===== src/rtl/duck_flock_if.sv =====
// Spawn request and shot handshake between the game logic and the duck flock controller.
interface duck_flock_if;
  logic        spawn_valid;
  logic        spawn_ready;
  logic [9:0]  spawn_x;
  logic        spawn_dir;
  logic [4:0]  spawn_vspd;
  logic        shot_valid;
  logic [10:0] shot_x;
  logic [10:0] shot_y;
  logic        hit;

  modport master (
    output spawn_valid, spawn_x, spawn_dir, spawn_vspd,
    output shot_valid, shot_x, shot_y,
    input  spawn_ready, hit
  );

  modport slave (
    input  spawn_valid, spawn_x, spawn_dir, spawn_vspd,
    input  shot_valid, shot_x, shot_y,
    output spawn_ready, hit
  );
endinterface


===== src/rtl/duck_flock_ctl.sv =====
// Duck flock controller: per-channel flight FSMs with bouncing, escape, shot
// detection and falling, plus saturating score and escape counters.
module duck_flock_ctl #(
  parameter int unsigned NUM_DUCKS  = 2,
  parameter int unsigned SCREEN_W   = 1024,
  parameter int unsigned SKY_BOTTOM = 600,
  parameter int unsigned DUCK_W     = 64,
  parameter int unsigned DUCK_H     = 64,
  parameter int unsigned H_SPEED    = 10,
  parameter int unsigned FALL_SPEED = 8
) (
  input  logic                     clk,
  input  logic                     rst,
  input  logic                     new_frame,
  input  logic [4:0]               reflections,
  duck_flock_if.slave              bus,
  output logic [NUM_DUCKS-1:0]     duck_show,
  output logic [NUM_DUCKS*11-1:0]  duck_x,
  output logic [NUM_DUCKS*11-1:0]  duck_y,
  output logic [7:0]               score,
  output logic [7:0]               escapes
);

  localparam int unsigned PW = 11;
  localparam int unsigned AW = 12;
  localparam int unsigned HW = 13;

  localparam logic [PW-1:0]        X_LIM   = PW'(SCREEN_W - DUCK_W);
  localparam logic [PW-1:0]        Y_LIM   = PW'(SKY_BOTTOM - DUCK_H);
  localparam logic signed [AW-1:0] X_MAX_S = AW'(SCREEN_W - DUCK_W);
  localparam logic signed [AW-1:0] Y_MAX_S = AW'(SKY_BOTTOM - DUCK_H);
  localparam logic signed [AW-1:0] H_STEP  = AW'(H_SPEED);
  localparam logic signed [AW-1:0] F_STEP  = AW'(FALL_SPEED);

  typedef enum logic [1:0] {S_IDLE, S_FLY, S_FALL, S_ESCAPE} state_t;

  state_t          state_q  [NUM_DUCKS];
  state_t          state_d  [NUM_DUCKS];
  logic [PW-1:0]   x_q      [NUM_DUCKS];
  logic [PW-1:0]   x_d      [NUM_DUCKS];
  logic [PW-1:0]   y_q      [NUM_DUCKS];
  logic [PW-1:0]   y_d      [NUM_DUCKS];
  logic            hdir_q   [NUM_DUCKS];
  logic            hdir_d   [NUM_DUCKS];
  logic            vdir_q   [NUM_DUCKS];
  logic            vdir_d   [NUM_DUCKS];
  logic [4:0]      vspd_q   [NUM_DUCKS];
  logic [4:0]      vspd_d   [NUM_DUCKS];
  logic [4:0]      bounce_q [NUM_DUCKS];
  logic [4:0]      bounce_d [NUM_DUCKS];

  logic            hit_q, hit_d;
  logic [7:0]      score_q, score_d;
  logic [7:0]      escapes_q, escapes_d;

  logic signed [AW-1:0] hx_step [NUM_DUCKS];
  logic signed [AW-1:0] vy_step [NUM_DUCKS];
  logic signed [AW-1:0] esc_y   [NUM_DUCKS];
  logic signed [AW-1:0] fall_y  [NUM_DUCKS];
  logic                 hx_hit  [NUM_DUCKS];
  logic                 vy_hit  [NUM_DUCKS];
  logic [4:0]           bounce_nx [NUM_DUCKS];
  logic [5:0]           bnc_sum [NUM_DUCKS];
  logic [NUM_DUCKS-1:0] in_box;
  logic [NUM_DUCKS-1:0] idle_vec;

  logic                 spawn_done;
  logic                 shot_done;
  logic [3:0]           esc_cnt;
  logic [8:0]           esc_sum;

  // Candidate positions for one frame step; vdir = 1 means moving up (y decreasing).
  always_comb begin : motion_calc
    for (int i = 0; i < int'(NUM_DUCKS); i++) begin
      hx_step[i] = hdir_q[i] ? ($signed({1'b0, x_q[i]}) + H_STEP)
                             : ($signed({1'b0, x_q[i]}) - H_STEP);
      vy_step[i] = vdir_q[i] ? ($signed({1'b0, y_q[i]}) - $signed({7'b0, vspd_q[i]}))
                             : ($signed({1'b0, y_q[i]}) + $signed({7'b0, vspd_q[i]}));
      esc_y[i]   = $signed({1'b0, y_q[i]})
                   - ((vspd_q[i] == 5'd0) ? 12'sd1 : $signed({7'b0, vspd_q[i]}));
      fall_y[i]  = $signed({1'b0, y_q[i]}) + F_STEP;
      hx_hit[i]  = hdir_q[i] ? (hx_step[i] >= X_MAX_S) : (hx_step[i] <= 12'sd0);
      vy_hit[i]  = vdir_q[i] ? (vy_step[i] <= 12'sd0) : (vy_step[i] >= Y_MAX_S);
      bnc_sum[i] = {1'b0, bounce_q[i]} + 6'(hx_hit[i]) + 6'(vy_hit[i]);
      bounce_nx[i] = bnc_sum[i][5] ? 5'h1F : bnc_sum[i][4:0];
      in_box[i]  = (state_q[i] == S_FLY)
                   && ({2'b0, bus.shot_x} >= {2'b0, x_q[i]})
                   && ({2'b0, bus.shot_x} <  ({2'b0, x_q[i]} + HW'(DUCK_W)))
                   && ({2'b0, bus.shot_y} >= {2'b0, y_q[i]})
                   && ({2'b0, bus.shot_y} <  ({2'b0, y_q[i]} + HW'(DUCK_H)));
    end
  end

  // Next-state: spawn to lowest idle channel, shot to lowest hit channel, then motion.
  always_comb begin : next_state
    spawn_done = 1'b0;
    shot_done  = 1'b0;
    esc_cnt    = 4'd0;
    for (int i = 0; i < int'(NUM_DUCKS); i++) begin
      state_d[i]  = state_q[i];
      x_d[i]      = x_q[i];
      y_d[i]      = y_q[i];
      hdir_d[i]   = hdir_q[i];
      vdir_d[i]   = vdir_q[i];
      vspd_d[i]   = vspd_q[i];
      bounce_d[i] = bounce_q[i];

      case (state_q[i])
        S_IDLE: begin
          if (bus.spawn_valid && !spawn_done) begin
            spawn_done  = 1'b1;
            state_d[i]  = S_FLY;
            x_d[i]      = ({1'b0, bus.spawn_x} > X_LIM) ? X_LIM : {1'b0, bus.spawn_x};
            y_d[i]      = Y_LIM;
            hdir_d[i]   = bus.spawn_dir;
            vdir_d[i]   = 1'b1;
            vspd_d[i]   = bus.spawn_vspd;
            bounce_d[i] = 5'd0;
          end
        end
        S_FLY: begin
          if (bus.shot_valid && in_box[i] && !shot_done) begin
            shot_done  = 1'b1;
            state_d[i] = S_FALL;
          end else if ((reflections != 5'd0) && (bounce_q[i] >= reflections)) begin
            state_d[i] = S_ESCAPE;
          end else if (new_frame) begin
            x_d[i]      = hx_hit[i] ? (hdir_q[i] ? X_LIM : PW'(0)) : hx_step[i][PW-1:0];
            y_d[i]      = vy_hit[i] ? (vdir_q[i] ? PW'(0) : Y_LIM) : vy_step[i][PW-1:0];
            hdir_d[i]   = hdir_q[i] ^ hx_hit[i];
            vdir_d[i]   = vdir_q[i] ^ vy_hit[i];
            bounce_d[i] = bounce_nx[i];
          end
        end
        S_FALL: begin
          if (new_frame) begin
            if (fall_y[i] >= Y_MAX_S) begin
              state_d[i] = S_IDLE;
              y_d[i]     = Y_LIM;
            end else begin
              y_d[i]     = fall_y[i][PW-1:0];
            end
          end
        end
        S_ESCAPE: begin
          if (new_frame) begin
            if (esc_y[i] < 12'sd0) begin
              state_d[i] = S_IDLE;
              esc_cnt    = esc_cnt + 4'd1;
            end else begin
              y_d[i]     = esc_y[i][PW-1:0];
            end
          end
        end
        default: state_d[i] = S_IDLE;
      endcase
    end

    hit_d     = shot_done;
    score_d   = (shot_done && (score_q != 8'hFF)) ? (score_q + 8'd1) : score_q;
    esc_sum   = {1'b0, escapes_q} + 9'(esc_cnt);
    escapes_d = esc_sum[8] ? 8'hFF : esc_sum[7:0];
  end

  always_ff @(posedge clk or negedge rst) begin
    if (!rst) begin
      for (int i = 0; i < int'(NUM_DUCKS); i++) begin
        state_q[i]  <= S_IDLE;
        x_q[i]      <= '0;
        y_q[i]      <= '0;
        hdir_q[i]   <= 1'b0;
        vdir_q[i]   <= 1'b0;
        vspd_q[i]   <= '0;
        bounce_q[i] <= '0;
      end
      hit_q     <= 1'b0;
      score_q   <= '0;
      escapes_q <= '0;
    end else begin
      for (int i = 0; i < int'(NUM_DUCKS); i++) begin
        state_q[i]  <= state_d[i];
        x_q[i]      <= x_d[i];
        y_q[i]      <= y_d[i];
        hdir_q[i]   <= hdir_d[i];
        vdir_q[i]   <= vdir_d[i];
        vspd_q[i]   <= vspd_d[i];
        bounce_q[i] <= bounce_d[i];
      end
      hit_q     <= hit_d;
      score_q   <= score_d;
      escapes_q <= escapes_d;
    end
  end

  for (genvar g = 0; g < int'(NUM_DUCKS); g++) begin : g_out
    assign idle_vec[g]         = (state_q[g] == S_IDLE);
    assign duck_show[g]        = (state_q[g] != S_IDLE);
    assign duck_x[g*11 +: 11]  = x_q[g];
    assign duck_y[g*11 +: 11]  = y_q[g];
  end

  assign bus.spawn_ready = |idle_vec;
  assign bus.hit         = hit_q;
  assign score           = score_q;
  assign escapes         = escapes_q;

endmodule


===== src/flat_wrapper.sv =====
// flat-port wrapper written by rule: the top's interface ports become plain ports
module duck_flock_ctl_flat 
#(
  parameter int unsigned NUM_DUCKS  = 2,
  parameter int unsigned SCREEN_W   = 1024,
  parameter int unsigned SKY_BOTTOM = 600,
  parameter int unsigned DUCK_W     = 64,
  parameter int unsigned DUCK_H     = 64,
  parameter int unsigned H_SPEED    = 10,
  parameter int unsigned FALL_SPEED = 8
)
  (clk, rst, new_frame, reflections, duck_show, duck_x, duck_y, score, escapes, bus_spawn_valid, bus_spawn_x, bus_spawn_dir, bus_spawn_vspd, bus_shot_valid, bus_shot_x, bus_shot_y, bus_spawn_ready, bus_hit);
  duck_flock_if bus_i ();
  input  logic clk;
  input  logic rst;
  input  logic new_frame;
  input  logic [4:0] reflections;
  output logic [NUM_DUCKS-1:0] duck_show;
  output logic [NUM_DUCKS*11-1:0] duck_x;
  output logic [NUM_DUCKS*11-1:0] duck_y;
  output logic [7:0] score;
  output logic [7:0] escapes;
  input wire logic [$bits(bus_i.spawn_valid)-1:0] bus_spawn_valid;
  input wire logic [$bits(bus_i.spawn_x)-1:0] bus_spawn_x;
  input wire logic [$bits(bus_i.spawn_dir)-1:0] bus_spawn_dir;
  input wire logic [$bits(bus_i.spawn_vspd)-1:0] bus_spawn_vspd;
  input wire logic [$bits(bus_i.shot_valid)-1:0] bus_shot_valid;
  input wire logic [$bits(bus_i.shot_x)-1:0] bus_shot_x;
  input wire logic [$bits(bus_i.shot_y)-1:0] bus_shot_y;
  output wire logic [$bits(bus_i.spawn_ready)-1:0] bus_spawn_ready;
  output wire logic [$bits(bus_i.hit)-1:0] bus_hit;
  assign bus_i.spawn_valid = bus_spawn_valid;
  assign bus_i.spawn_x = bus_spawn_x;
  assign bus_i.spawn_dir = bus_spawn_dir;
  assign bus_i.spawn_vspd = bus_spawn_vspd;
  assign bus_i.shot_valid = bus_shot_valid;
  assign bus_i.shot_x = bus_shot_x;
  assign bus_i.shot_y = bus_shot_y;
  assign bus_spawn_ready = bus_i.spawn_ready;
  assign bus_hit = bus_i.hit;
  duck_flock_ctl #(.NUM_DUCKS(NUM_DUCKS), .SCREEN_W(SCREEN_W), .SKY_BOTTOM(SKY_BOTTOM), .DUCK_W(DUCK_W), .DUCK_H(DUCK_H), .H_SPEED(H_SPEED), .FALL_SPEED(FALL_SPEED)) u_core (.clk(clk), .rst(rst), .new_frame(new_frame), .reflections(reflections), .bus(bus_i), .duck_show(duck_show), .duck_x(duck_x), .duck_y(duck_y), .score(score), .escapes(escapes));
endmodule

===== config.mk =====
export PLATFORM = sky130hd
export DESIGN_NAME = duck_flock_ctl_flat
export DESIGN_NICKNAME = d
export VERILOG_FILES = /design/src/rtl/duck_flock_if.sv /design/src/rtl/duck_flock_ctl.sv /design/src/flat_wrapper.sv
export SDC_FILE = /design/constraint.sdc
export NUM_CORES = 1
export LEC_CHECK = 0
export ABC_CLOCK_PERIOD_IN_PS = 4800
export BUFFER_PORTS_ARGS = -buffer_cell sky130_fd_sc_hd__buf_2
export CELL_PAD_IN_SITES_DETAIL_PLACEMENT = 0
export CELL_PAD_IN_SITES_GLOBAL_PLACEMENT = 2
export CORE_MARGIN = 2
export CORE_UTILIZATION = 29
export CTS_BUF_LIST = sky130_fd_sc_hd__clkbuf_8
export CTS_CLUSTER_DIAMETER = 100
export DETAILED_ROUTE_END_ITERATION = 8
export MAX_ROUTING_LAYER = met4
export PLACE_DENSITY = 0.8
export SETUP_SLACK_MARGIN = 0.3
export SKIP_LAST_GASP = 1
export SLEW_MARGIN = 20
export SYNTH_ARGS = -nofsm -noshare
export SYNTH_HDL_FRONTEND = slang
export SYNTH_SLANG_ARGS = --single-unit

===== constraint.sdc =====
create_clock -name clk -period 4.8 [get_ports clk]
set_input_delay 0.24 -clock clk [delete_from_list [all_inputs] [get_ports clk]]
set_output_delay 0.24 -clock clk [all_outputs]
set_load 0.02 [all_outputs]

# After elaboration in Yosys (flattened, before gate mapping)
# Cells that the tools add are included.
[word_totals]
reg_bits = 89
input_bits = 48
output_inout_bits = 64
word_cells = 237
[classes]
add_sub_neg = 23
magnitude_cmp = 23
n_eq_ne = 27
muxes = 108
bitwise_logic = 4
n_reduce_logical = 35
[op_table]
columns = ["op", "n"]
rows = [
  ["two-way mux 11 bit", 28],
  ["case mux 11 bit (4 select lines)", 2],
  ["greater-or-equal comparator 12 x 11 -> 1 bit (second input constant)", 6],
  ["two-way mux 5 bit", 12],
  ["less-than comparator 11 x 13 -> 1 bit", 4],
  ["two-way mux 10 bit", 5],
  ["adder 11 x 4 -> 12 bit (second input constant)", 4],
  ["adder 11 x 7 -> 12 bit (second input constant)", 4],
  ["less-or-equal comparator 12 x 1 -> 1 bit (second input constant)", 4],
  ["two-way mux 12 bit", 4],
  ["greater-or-equal comparator 11 bit", 4],
  ["case mux 11 bit (2 select lines)", 2],
  ["two-way mux 2 bit", 14],
  ["!= test 2 bit (second input constant)", 14],
  ["two-way mux 1 bit", 27],
  ["adder 11 x 5 -> 12 bit", 2],
  ["less-than comparator 12 x 1 -> 1 bit (second input constant)", 2],
  ["subtractor 11 x 4 -> 12 bit (second input constant)", 2],
  ["subtractor 11 x 5 -> 12 bit", 2],
  ["subtractor 12 bit", 2],
  ["two-way mux 4 bit", 5],
  ["case mux 5 bit (2 select lines)", 2],
  ["case mux 2 bit (4 select lines)", 2],
  ["logical AND 1 bit", 15],
  ["other kinds (25)", 52],
]

# Depth between registers and ports, before layout
[logic_depth]
ltp_word = 13
depth_mapped = 22
ltp_nobuf = 22

# Worst setup path after synthesis
# OpenSTA, ideal clock, no wires.
[synth_timing]
kind = "register to register"
from = "register u_core.vspd_q[1] (netlist bit)"
to = "register u_core.bounce_q[1] (netlist bit)"
setup_time_ns = 0.130
t_arrival_ns = 4.188
required_ns = 4.670
setup_slack_ns = 0.482
stages_incl_launch_ff = 21
path_buffers = 1
synth_period_minus_slack_ns = 4.318
path_cell_list = "dfrtp_1 inv_1 ha_1 nor3b_1 ha_1 mux2i_1 ha_1 o21a_1 a21o_1 a2111oi_4 nor3_1 a2111oi_4 o21ai_2 and3_4 buf_6 a21o_1 fa_1 and3_1 and3_1 o211ai_1 o21ai_0"
[synth_between]
elab_chain_cells = 10
elab_cells_between_ends = 12
classes_between = "add/sub: 3; order compare: 2; mux: 7"
[synth_lines]
columns = ["item", "line", "rtl"]
rows = [
  ["start, declared", "duck_flock_ctl.sv:47", "logic [4:0] vspd_q [NUM_DUCKS];"],
  ["start signal, assigned by index", "duck_flock_ctl.sv:186", "vspd_q[i] <= vspd_d[i];"],
  ["adder 11 x 5 -> 12 bit / subtractor 11 x 5 -> 12 bit (equally long branches)", "duck_flock_ctl.sv:78, duck_flock_ctl.sv:77", ""],
  ["two-way mux 12 bit *", "duck_flock_ctl.sv:77", "vy_step[i] = vdir_q[i] ? ($signed({1'b0, y_q[i]}) - $signed({7'b0, vspd_q[i]}))"],
  ["greater-or-equal comparator 12 x 11 -> 1 bit / less-or-equal comparator 12 x 1 -> 1 bit (equally long branches)", "duck_flock_ctl.sv:83", "vy_hit[i] = vdir_q[i] ? (vy_step[i] <= 12'sd0) : (vy_step[i] >= Y_MAX_S);"],
  ["two-way mux 1 bit *", "duck_flock_ctl.sv:83", ""],
  ["adder 6 x 1 -> 6 bit *", "duck_flock_ctl.sv:84", "bnc_sum[i] = {1'b0, bounce_q[i]} + 6'(hx_hit[i]) + 6'(vy_hit[i]);"],
  ["two-way mux 5 bit *", "duck_flock_ctl.sv:85", "bounce_nx[i] = bnc_sum[i][5] ? 5'h1F : bnc_sum[i][4:0];"],
  ["two-way mux 5 bit *", "duck_flock_ctl.sv:127", "end else if (new_frame) begin"],
  ["two-way mux 5 bit *", "duck_flock_ctl.sv:125", "end else if ((reflections != 5'd0) && (bounce_q[i] >= reflections)) begin"],
  ["two-way mux 5 bit *", "duck_flock_ctl.sv:122", "if (bus.shot_valid && in_box[i] && !shot_done) begin"],
  ["case mux 5 bit (2 select lines) *", "duck_flock_ctl.sv:108", "case (state_q[i])"],
  ["end signal, assigned by index", "duck_flock_ctl.sv:187", "bounce_q[i] <= bounce_d[i];"],
  ["end, declared", "duck_flock_ctl.sv:49", "logic [4:0] bounce_q [NUM_DUCKS];"],
]
# Every way passes the cells marked *; elsewhere a longest branch is shown, timed or not. The select of a mux whose other input is x is not followed.
# A chain may end at the register's enable or synchronous reset.

# Worst setup path after layout
# Same ends and word-level chain as after synthesis.

==> results by group <==
Routing
  • Vias/cell: 5.34
  • Via count: 9732
  • Total Wirelength: 33000 um
  • # DRC: 0
  • Routed Antenna Nets: 0
  • Iter 0 DRT Violations: 652
  • Drt pass-1 iters: 5
  • Routed len/inst: 18.1 um

Global routing
  • Vias in the first global route: 9421
  • Total GRT Usage: 18.6%
  • Initial antenna violation count: 1
  • First-pass GRT wire length: 52000 um
  • Overflow after GRT: 0
  • Largest net degree at the start of global routing: 48

Logic synthesis
  • Cell count after synthesis: 1240
  • Synth async-reset ratio: 100%
  • Synth unique cells: 90
  • #FFs+latches synth: 89
  • Sequential area share after synthesis: 21.9%
  • Post-synth design cell area: 10200 um2
  • Top-count cell post-synth: ha_1
  • Commonest cells in the netlist: 142 x ha_1, 100 x nand2_1, 97 x inv_1
  • Top_reg_cell synth: dfrtp_1
  • Largest area contributor in the netlist: dfrtp_1
  • Largest cells by area after synthesis: dfrtp_1 22%, ha_1 17%, a21oi_1 4.7%
  • Yosys top cell area share: 21.9%
  • EDFF count, synth: 0
  • Synth warn: 0
  • Syn nets: 1439
  • Mean Syn Cell Area: 8.20 um2

Die
  • Rows: 68
  • Core Box Area: 34500 um2
  • Die Ht: 191 um
  • Total Die Area: 36600 um2
  • Initial Utilization: 29.4%
  • Ports: 112
  • Die W: 191 um

STA
  • RSZ-0062 raised after global routing: true
  • Final setup TNS: 0 ns
  • Final setup viols: 0
  • Slew Limit Headroom: 52.2%
  • Final Hold Fails: 0
  • Fmax achieved: 234 MHz
  • Fin worst setup slack: 0.531 ns
  • Max Transition Viols Final: 0
  • Slew @ Worst Pin: 0.712 ns
  • Clk_skew: 0.0175 ns
  • Crit share post-route: 88.9%
  • Fin crit period: 4.27 ns

Setup path
  • Required time worst endpoint: 5.08 ns
  • Critical Path Start Type: flip-flop
  • Crit Path Class: reg2reg
  • CP max FO: 5
  • CP endpoint kind: flip-flop
  • Crit path DAT: 4.55 ns
  • Critical path cell sequence: inv_2 -> ha_2 -> nor3b_4 -> ha_1 -> mux2i_1 -> ha_1 -> o21a_1 -> a21o_1 -> nor3b_2 -> or4_1 -> o311a_4 -> nand4_1 -> nand2_1 -> a21o_1 -> fa_2 -> and3_4 -> and3_1 -> o211ai_1 -> o21ai_1
  • Slowest stage delay, CP: 0.49 ns
  • Slowest stage cell, crit path: or4_1

Cells and area
  • Final std cells w/o fill: 1824
  • Fillcell total: 3710
  • Ratio of cells with drive above 1 in the final layout: 18.4%
  • Fin nets: 1562
  • Layout area overhead: 16.3%

Worst hold path
  • Worst min path class: in2reg

Clock network
  • Max clock buf depth: 2
  • Worst skew pair latency: 0.40 ns
  • Clock-pin slew on the worst setup and hold paths: 0.10 ns
  • H-tree depth: 3
  • CTS tree: done
  • Total CTS buffers: 9
  • Root buffer cell: clkbuf_8
  • Clock sinks: 89

Status
  • Status: finished clean

Placed design
  • # placed instances: 1793
  • Number of buffers inserted by port buffering: 111
  • Global placer's final weighted congestion: 0.894
  • Dpl ws: 0.0684 ns
  • Hpwl dp: 26400 um

Flow run
  • Max_cap viols: 0
## state kept, by name, indices dropped and copies added (netlist names)
signal and cells:
u_core.escapes 8, u_core.duck_y 22, u_core.score 8, u_core.state_q 4
u_core.hdir_q 2, u_core.vdir_q 2, u_core.bounce_q 10, u_core.duck_x 22
u_core.bus.hit 1, u_core.vspd_q 10
## cells by family after synthesis
kind of cell | count (synthesis) | share of synthesized area, %
simple gates | 391 | 19.7
buf+inv | 135 | 5.40
flops | 89 | 21.9
xor+xnor | 69 | 5.94
mux | 17 | 1.81
compound gates | 388 | 26.0
fa+ha+maj | 151 | 19.2
## through the flow
| step | util, % | hold slack [ns] | area [um2] |
|---|---|---|---|
| 6_report | 34.3 | 0.0877 | 11800 |
| 3_3_place_gp | 32.7 | 0.291 | 11300 |
| 5_1_grt | 34.3 | 0.119 | 11800 |
| 4_1_cts | 33.5 | 0.0630 | 11600 |
| 3_5_place_dp | 32.7 | 0.290 | 11300 |
| 2_1_floorplan | - | -0.0556 | 10200 |
## worst max-delay path: cells and delay by family (launching register included)
family          cells  cell delay (ns)
compound gates      6             1.02
mux                 1             0.17
fa+ha+maj           4             1.06
flops               1             0.41
buf+inv             1             0.07
simple gates        7             1.43
## layer usage
metal | vias up | global-route usage [%] | wire length [um]
met4 | 0 | 5.77 | 736
met3 | 41 | 1.91 | 1090
li1 | 4845 | - | -
met1 | 4655 | 24.5 | 15600
met5 | - | - | 0
met2 | 191 | 30.0 | 15600
## worst paths after layout
| path | startpoint | endpoint | slack [ns] | cells past startpoint |
|---|---|---|---|---|
| worst max-delay path | u_core.vspd_q[1] | u_core.bounce_q[1] | 0.53 | 19 |
| worst min-delay path | bus_spawn_vspd[4] | u_core.vspd_q[9] | 0.09 | 3 |
| worst max register to register | u_core.vspd_q[1] | u_core.bounce_q[1] | 0.53 | 19 |
| worst min register to register | u_core.score[7] | u_core.score[7] | 0.50 | 1 |
| max in group asynchronous | rst | u_core.vdir_q[1] | 3.22 | 3 |
| min in group asynchronous | rst | u_core.duck_x[4] | 0.39 | 2 |
## repair_timing
item,4_1_cts,5_1_grt
gates resized for setup,11,41
setup endpoints to repair,15,17
setup buffers,2,11
pin swaps,2,18
hold buffers,1,0
endpoints found under the hold margin,42,0
## final cells by class
class                           instances  area [um2]  area share [%]
Antenna cell                            1        2.50          0.0212
Clock buffer                           11         151            1.28
Clock inverter                          5        62.6           0.529
Inverter                               99         372            3.14
Multi-Input combinational cell       1016        7600            64.3
Sequential cell                        89        2230            18.9
Tap cell                              455         569            4.81
Timing Repair Buffer                  148         838            7.09
## cells in the final DEF, fill, tap and decap left out, drive strengths merged, types with 6 or more instances in the layout
cell type and n:
nand2 100, dfrtp 89, and3 16, fa 9, a211o 6, nand3 39
nor2b 11, a21oi 96, inv 98, ha 142, nor3 33, or2 11
nand4 18, o211ai 12, or3 7, o22ai 12, xnor2 51, a2111oi 6
clkbuf 11, nor4 15, o21ai 75, buf 147, o2111ai 7, a32oi 9
xor2 18, a22oi 11, mux2 11, mux2i 6, a21o 24, o21bai 6
a211oi 18, nor2 85, a31oi 24, nor3b 7, o21a 16, nand2b 23
Power is left out: the tool's default activity adds up to more than one toggle a clock period on the data nets, which glitch-free logic cannot reach.
